==> src/rtl/mem_port_arbiter.sv <==
// Single-port memory arbiter between instruction fetch (I-side) and load/store (D-side).
// One transaction in flight at a time; data side wins ties unless fetch has been starved.
module mem_port_arbiter #(
  parameter int unsigned DATA_WIDTH   = 32,
  parameter int unsigned STARVE_LIMIT = 4
) (
  input  logic                  clk,
  input  logic                  rst,

  input  logic                  i_req_i,
  input  logic [DATA_WIDTH-1:0] i_addr_i,
  input  logic                  i_kill_i,
  output logic [DATA_WIDTH-1:0] i_rdata_o,
  output logic                  i_done_o,

  input  logic                  d_req_i,
  input  logic                  d_we_i,
  input  logic [DATA_WIDTH-1:0] d_addr_i,
  input  logic [DATA_WIDTH-1:0] d_wdata_i,
  input  logic [3:0]            d_be_i,
  output logic [DATA_WIDTH-1:0] d_rdata_o,
  output logic                  d_done_o,

  output logic                  mem_req_o,
  output logic                  mem_we_o,
  output logic [DATA_WIDTH-1:0] mem_addr_o,
  output logic [DATA_WIDTH-1:0] mem_wdata_o,
  output logic [3:0]            mem_be_o,
  input  logic                  mem_gnt_i,
  input  logic                  mem_rvalid_i,
  input  logic [DATA_WIDTH-1:0] mem_rdata_i,

  output logic                  stall_i_o,
  output logic                  stall_d_o
);

  typedef enum logic [1:0] {StIdle, StReq, StWait, StDone} state_e;
  typedef enum logic [1:0] {OwnNone, OwnI, OwnD} owner_e;

  localparam logic [3:0] StarveMax = 4'(STARVE_LIMIT);

  state_e                state_q, state_d;
  owner_e                owner_q, owner_d;
  logic [3:0]            starve_q, starve_d;
  logic                  kill_q, kill_d;
  logic                  we_q, we_d;
  logic [DATA_WIDTH-1:0] addr_q, addr_d;
  logic [DATA_WIDTH-1:0] wdata_q, wdata_d;
  logic [3:0]            be_q, be_d;
  logic [DATA_WIDTH-1:0] i_rdata_q, i_rdata_d;
  logic [DATA_WIDTH-1:0] d_rdata_q, d_rdata_d;

  logic i_cand;
  logic i_force;
  logic kill_now;

  // A fetch cancelled this cycle is never a candidate for arbitration.
  assign i_cand   = i_req_i & ~i_kill_i;
  assign i_force  = i_cand & (starve_q == StarveMax);
  assign kill_now = kill_q | ((owner_q == OwnI) & i_kill_i);

  always_comb begin
    state_d   = state_q;
    owner_d   = owner_q;
    starve_d  = starve_q;
    kill_d    = kill_q;
    we_d      = we_q;
    addr_d    = addr_q;
    wdata_d   = wdata_q;
    be_d      = be_q;
    i_rdata_d = i_rdata_q;
    d_rdata_d = d_rdata_q;

    unique case (state_q)
      StIdle: begin
        kill_d  = 1'b0;
        owner_d = OwnNone;
        if (d_req_i && !i_force) begin
          owner_d = OwnD;
          we_d    = d_we_i;
          addr_d  = d_addr_i;
          wdata_d = d_wdata_i;
          be_d    = d_we_i ? d_be_i : 4'hF;
          state_d = StReq;
          if (i_req_i && (starve_q != StarveMax)) begin
            starve_d = starve_q + 4'd1;
          end
        end else if (i_cand) begin
          owner_d  = OwnI;
          we_d     = 1'b0;
          addr_d   = i_addr_i;
          wdata_d  = '0;
          be_d     = 4'hF;
          state_d  = StReq;
          starve_d = 4'd0;
        end
      end

      StReq: begin
        if ((owner_q == OwnI) && i_kill_i) begin
          kill_d = 1'b1;
        end
        if (mem_gnt_i) begin
          state_d = StWait;
        end
      end

      StWait: begin
        if ((owner_q == OwnI) && i_kill_i) begin
          kill_d = 1'b1;
        end
        if (mem_rvalid_i) begin
          if (owner_q == OwnI) begin
            if (kill_now) begin
              // Killed fetch: the memory side completed, but the requester never hears of it.
              state_d = StIdle;
              owner_d = OwnNone;
              kill_d  = 1'b0;
            end else begin
              i_rdata_d = mem_rdata_i;
              state_d   = StDone;
            end
          end else begin
            d_rdata_d = mem_rdata_i;
            state_d   = StDone;
          end
        end
      end

      StDone: begin
        state_d = StIdle;
        owner_d = OwnNone;
      end

      default: begin
        state_d = StIdle;
        owner_d = OwnNone;
      end
    endcase
  end

  always_ff @(posedge clk or posedge rst) begin
    if (rst) begin
      state_q   <= StIdle;
      owner_q   <= OwnNone;
      starve_q  <= 4'd0;
      kill_q    <= 1'b0;
      we_q      <= 1'b0;
      addr_q    <= '0;
      wdata_q   <= '0;
      be_q      <= 4'h0;
      i_rdata_q <= '0;
      d_rdata_q <= '0;
    end else begin
      state_q   <= state_d;
      owner_q   <= owner_d;
      starve_q  <= starve_d;
      kill_q    <= kill_d;
      we_q      <= we_d;
      addr_q    <= addr_d;
      wdata_q   <= wdata_d;
      be_q      <= be_d;
      i_rdata_q <= i_rdata_d;
      d_rdata_q <= d_rdata_d;
    end
  end

  assign mem_req_o   = (state_q == StReq);
  assign mem_we_o    = (state_q == StReq) & we_q;
  assign mem_addr_o  = addr_q;
  assign mem_wdata_o = wdata_q;
  assign mem_be_o    = be_q;

  assign i_done_o  = (state_q == StDone) & (owner_q == OwnI);
  assign d_done_o  = (state_q == StDone) & (owner_q == OwnD);
  assign i_rdata_o = i_rdata_q;
  assign d_rdata_o = d_rdata_q;

  assign stall_i_o = i_req_i & ~i_done_o & ~i_kill_i;
  assign stall_d_o = d_req_i & ~d_done_o;

endmodule

==> config.mk <==
export PLATFORM = sky130hd
export DESIGN_NAME = mem_port_arbiter
export DESIGN_NICKNAME = d
export VERILOG_FILES = /design/src/rtl/mem_port_arbiter.sv
export SDC_FILE = /design/constraint.sdc
export NUM_CORES = 1
export LEC_CHECK = 0
export ABC_AREA = 0
export CORE_MARGIN = 5
export CORE_UTILIZATION = 35
export CTS_CLUSTER_DIAMETER = 40
export DETAILED_ROUTE_END_ITERATION = 6
export PLACE_DENSITY = 0.7
export SLEW_MARGIN = 0
export SYNTH_ARGS = -nofsm -noshare
export SYNTH_HDL_FRONTEND = slang
export SYNTH_SLANG_ARGS = --single-unit
==> constraint.sdc <==
create_clock -name clk -period 9.6 [get_ports clk]
set_input_delay 1.92 -clock clk [delete_from_list [all_inputs] [get_ports clk]]
set_output_delay 1.92 -clock clk [all_outputs]
set_load 0.03 [all_outputs]
# Yosys cells after proc, flatten, opt, wreduce, memory -nomap -nowiden
# Cells that the tools add are included.
classes:
  n_addsub: 1
  n_eq_ne: 13
  mux: 30
  bitwise_logic: 15
  n_reduce_logical: 14
op_table:
  columns: ["operator", "n"]
  rows:
  - ["32-bit 2-to-1 mux", 4]
  - ["4-bit 2-to-1 mux", 6]
  - ["2-bit 2-to-1 mux", 10]
  - ["1-bit AND", 9]
  - ["3-bit AND reduction", 3]
  - ["2-bit case mux with 4 select lines", 1]
  - ["4-bit AND reduction", 2]
  - ["1-bit 2-to-1 mux", 7]
  - ["2-bit == test (second input constant)", 3]
  - ["2-bit inequality test (second input constant)", 3]
  - ["2-bit case mux with 3 select lines", 1]
  - ["3-bit nonzero test", 2]
  - ["1-bit inverter", 5]
  - ["4-bit by 1-bit adder with 4-bit output (second input constant)", 1]
  - ["2-bit by 1-bit == test with 1-bit output (second input constant)", 2]
  - ["4-bit by 3-bit == test with 1-bit output (second input constant)", 1]
  - ["2-bit by 1-bit inequality test with 1-bit output (second input constant)", 2]
  - ["4-bit by 3-bit inequality test with 1-bit output (second input constant)", 1]
  - ["1-bit logical AND", 3]
  - ["3-bit inequality test (second input constant)", 1]
  - ["1-bit case mux with 3 select lines", 1]
  - ["2-bit logical NOT", 1]
  - ["2-bit AND reduction", 1]
  - ["2-bit nonzero test", 1]
  - ["2 further kinds", 2]
word_totals:
  reg_bits: 142
  elab_cells: 83

# Logic depth before layout (Yosys ltp)
logic_depth:
  ltp_word: 7
  depth_mapped: 7
  depth_no_buf: 6

# Worst setup path before layout
# Ideal clock, no wire load.
synth_path:
  path_type: "in2out"
  start: "input i_kill_i"
  end: "output stall_i_o"
  arrival_ns: 2.630
  required_time_ns: 7.680
  slack_ns: 5.050
  stages: 3
  path_buffers: 1
  path_cell_list: "nand2b_1 -> buf_2 -> nor2_1"
synth_between:
  elab_chain_len: 2
synth_rtl:
  columns: ["element", "line_no", "text"]
  rows:
  - ["start: declaration", "12", "input logic i_kill_i,"]
  - ["1-bit inverter", "179", "assign stall_i_o = i_req_i & ~i_done_o & ~i_kill_i;"]
  - ["1-bit AND", "179", null]
  - ["end: declaration", "33", "output logic stall_i_o,"]
# No other way between the ends.

# Worst setup path in the final report
# Same ends and word-level chain as after synthesis.

==> summary.txt <==
Outcome
  • Outcome: complete, no violations

STA
  • Fin. Hold Viols: 0
  • Setup skew after layout: 12.28 ps
  • WHS: 477.7 ps
  • Min Tclk post-route: 5738 ps
  • Final setup vio count: 0
  • RSZ-0062 raised after global routing: false
  • Worst slew pin tran: about 1200 ps
  • Max Slew Vio Count: 0
  • Fmax: 174.3 MHz
  • Slew Limit Headroom: 18.19%
  • Post-route setup TNS: 0 ps
  • Fin crit share: 59.77%

Global route
  • Global routing usage on met2: 31.27%
  • GRT Max-Usage Layer: met2
  • Met1 Resource Use GR: between 20 and 25%
  • Met3 Use GR: 7.207%
  • First-pass GRT wire length: between 20000 and 30000 um
  • GRT Total Usage: 18.03%
  • Antenna violations before repair: 1
  • Total grt overflow: 0
  • Largest net degree at the start of global routing: 84
  • Vias in the first global route: about 5.5k

Power and ir drop
  • Sw Share: 40.46%
  • Comb power frac: 49.4%
  • Total power: 3.200 mW
  • Clk pwr share: 19.3%
  • P per Cell Area: 342.7 mW/mm2
  • Leak: 3.931 nW
  • Sw Pwr: 1.295 mW
  • Share of power burned in registers: 31.3%
  • Internal power: 1.905 mW
  • Maximum VDD drop: around 0.00017 V

Yosys
  • Syn Std Cell Area: 0.005814 mm2
  • Synth top area share: 61.11%
  • Post-synth top area cell: dfrtp_1
  • Post-Syn Nets: 656
  • Largest cells by area after synthesis: dfrtp_1 61%, mux2_2 12%, nor2_1 5.2%
  • YS warnings: 0
  • Syn Area/Cell: roughly 11 um2
  • Share of synthesized registers carrying an async set or reset: 100.0%
  • Sequential-to-total area share from yosys stat: 61.11%
  • Yosys reg bits: between 100 and 150
  • Yosys cell types: 36
  • Ys flop type: dfrtp_1
  • Cells after Synth: roughly 500
  • EDFF count, synth: 0

Cells and area
  • P&R area growth vs syn: 60.60%
  • Storage element area: approximately 0.0036 mm2
  • Multi-input logic area: 0.002072 mm2
  • Fillers: 1355
  • Design Area, Final: 0.009338 mm2
  • Fin cells: 1020
  • Share of layout cells above drive strength 1: 13.52%
  • Net count reported at finish: 932

Placement
  • DP HPWL: around 13000 um
  • Dpl cells: 987
  • Post-DP Area: 0.008772 mm2
  • Number of I/O port buffers: 277
  • Gpl congestion: approximately 0.82

Drt
  • Initial DRC count: about 180
  • DRC: 0
  • Routed vias: 4938
  • Final antenna-violating net count: 0
  • WL per Instance: 17.18 um
  • Via/cell ratio: 4.841
  • Final wirelength: 17530 um
  • Pre-antenna DRT Iters: 4

Clock tree
  • CTS tree: built
  • H-tree depth: 4
  • CTS max path bufs: 2
  • Root Driver: clkbuf_16
  • Num CTS Buffers: 17
  • Post-CTS Resized: 0
  • Clock latency on the worst-skew pair: 420 ps
  • Postcts setup bufs: 0
  • Clock Pin Slew Worst Setup and Hold Paths: 50 ps
  • TritonCTS Sinks: 142
  • Cts hold-fix bufs: 0

Critical path
  • Top cell family by delay on the critical path: buffers and inverters
  • WS Path Type: input port to output pin
  • Buf/Inv on CP: 2
  • CP Max Fanout: 7
  • Critical Path Max Stage Delay: 760 ps
  • Worst path required time: 7680 ps
  • CP max-delay cell: clkdlybuf4s50_1
  • CP startpoint kind: input port
  • Critical Path Most Common Cell: clkdlybuf4s50_1
  • Crit-path cells: clkdlybuf4s50_1, nand2b_1, nor2_1, clkdlybuf4s50_1
  • CP Capture Type: output pin
  • CP arrival: around 3800 ps

Floorplanning
  • Initial Util: 35.31%
  • Num rows: 47
  • Number of I/O pins: 278
  • Die Height: 138.9 um
  • Core area: 0.01647 mm2
  • Die Width: 138.9 um
  • Die footprint: 0.01929 mm2

Min path
  • Hold crit path type: flop to flop

Run
  • Max Cap Violations: 0
[per-stage QoR]
stage               util [%]  setup WS [ps]
floorplan                  -           3870
global placement       53.28           3903
detailed placement     53.28           3855
CTS                    56.69           3869
global route           56.71           3793
finish                 56.71           3862
[state kept, by name, indices dropped and copies added, names as in the netlist]
name / flops
owner_q: 2
d_rdata_o: 32
mem_be_o: 4
starve_q: 4
mem_addr_o: 32
mem_wdata_o: 32
i_rdata_o: 32
state_q: 2
we_q: 1
kill_q: 1
[layout make-up]
| cell class | instances | share of cell area, % |
|---|---|---|
| repair buffers | 284 | 30.26 |
| clock inverters | 10 | 0.9514 |
| multi-input cells | 330 | 22.19 |
| well taps | 220 | 2.948 |
| inverters | 11 | 0.4958 |
| diodes | 1 | 0.02680 |
| clock buffers | 22 | 5.078 |
| flip-flops and latches | 142 | 38.05 |
[tightest hold or removal path: stages, from the launching register on]
cell,delay (ps)
dfrtp_1,340
nand2_1,40
o21ai_0,60
[path summary, 6_finish.rpt]
kind	start	end	slack (ps)	cells after the start
setup / recovery	i_kill_i	stall_i_o	3860	4
hold / removal	mem_wdata_o[19]	mem_wdata_o[19]	480	2
setup reg to reg	state_q[0]	we_q	6910	5
hold reg to reg	mem_wdata_o[19]	mem_wdata_o[19]	480	2
max in group asynchronous	rst	mem_wdata_o[12]	6150	3
min in group asynchronous	rst	d_rdata_o[20]	1940	2
[logic make-up (layout without fill, tap and decap cells)]
logic type	after synthesis	in the layout	share of synthesized area, %
adder cells (fa/ha/maj)	6	6	1.291
AO/OA/AOI/OAI	88	88	9.232
other	0	1	0
AND/OR/NAND/NOR	168	168	11.94
multiplexers	68	68	13.13
buffers and inverters	38	327	3.292
flip-flops	142	142	61.11
[power by group through the flow]
stage / Sequential, mW / Clock, mW / Combinational, mW
final: 1.00 / 0.618 / 1.58
after CTS: 1.00 / 0.636 / 1.60
after detailed placement: 1.01 / 0 / 1.59
after global routing: 1.04 / 0.662 / 1.68
after global placement: 0.996 / 0 / 1.56
after floorplan: 1.46 / 0 / 0.440
[cells in the mapped netlist, types with 3 or more instances]
cell type	number
or3_1	3
ha_1	6
mux2_2	64
inv_1	11
clkbuf_1	6
a31oi_1	3
o21ai_0	34
nand2_1	69
o211ai_1	3
nor2_1	81
o22ai_1	32
clkbuf_2	3
buf_2	12
buf_4	4
dfrtp_1	142
a21oi_1	7
nor2b_1	4
[metal layers]
layer	part of all wire [%]	vias up
met5	0	-
met4	2.0	0
met3	8.1	26
met2	50	205
met1	40	2408
li1	-	2299
[layout by cell type, fill, tap and decap left out, drive strengths merged]
cell,instances
nand2,69
o211ai,4
nand3b,2
clkinv,5
inv,11
and3b,1
mux2i,2
dfrtp,142
a21oi,7
and2,1
o21ai,36
o22ai,32
ha,6
nor3,1
buf,7
a32o,1
mux2,66
nand3,1
clkinvlp,4
diode,1
nand2b,2
a211oi,1
a31oi,3
a221oi,1
clkdlybuf4s50,277
nor2,81
o31ai,2
or3,3
nor4,1
nor2b,4
or2,1
bufinv,1
clkbuf,22
a21boi,1
or4,1
(Power assumes the default switching activity.)
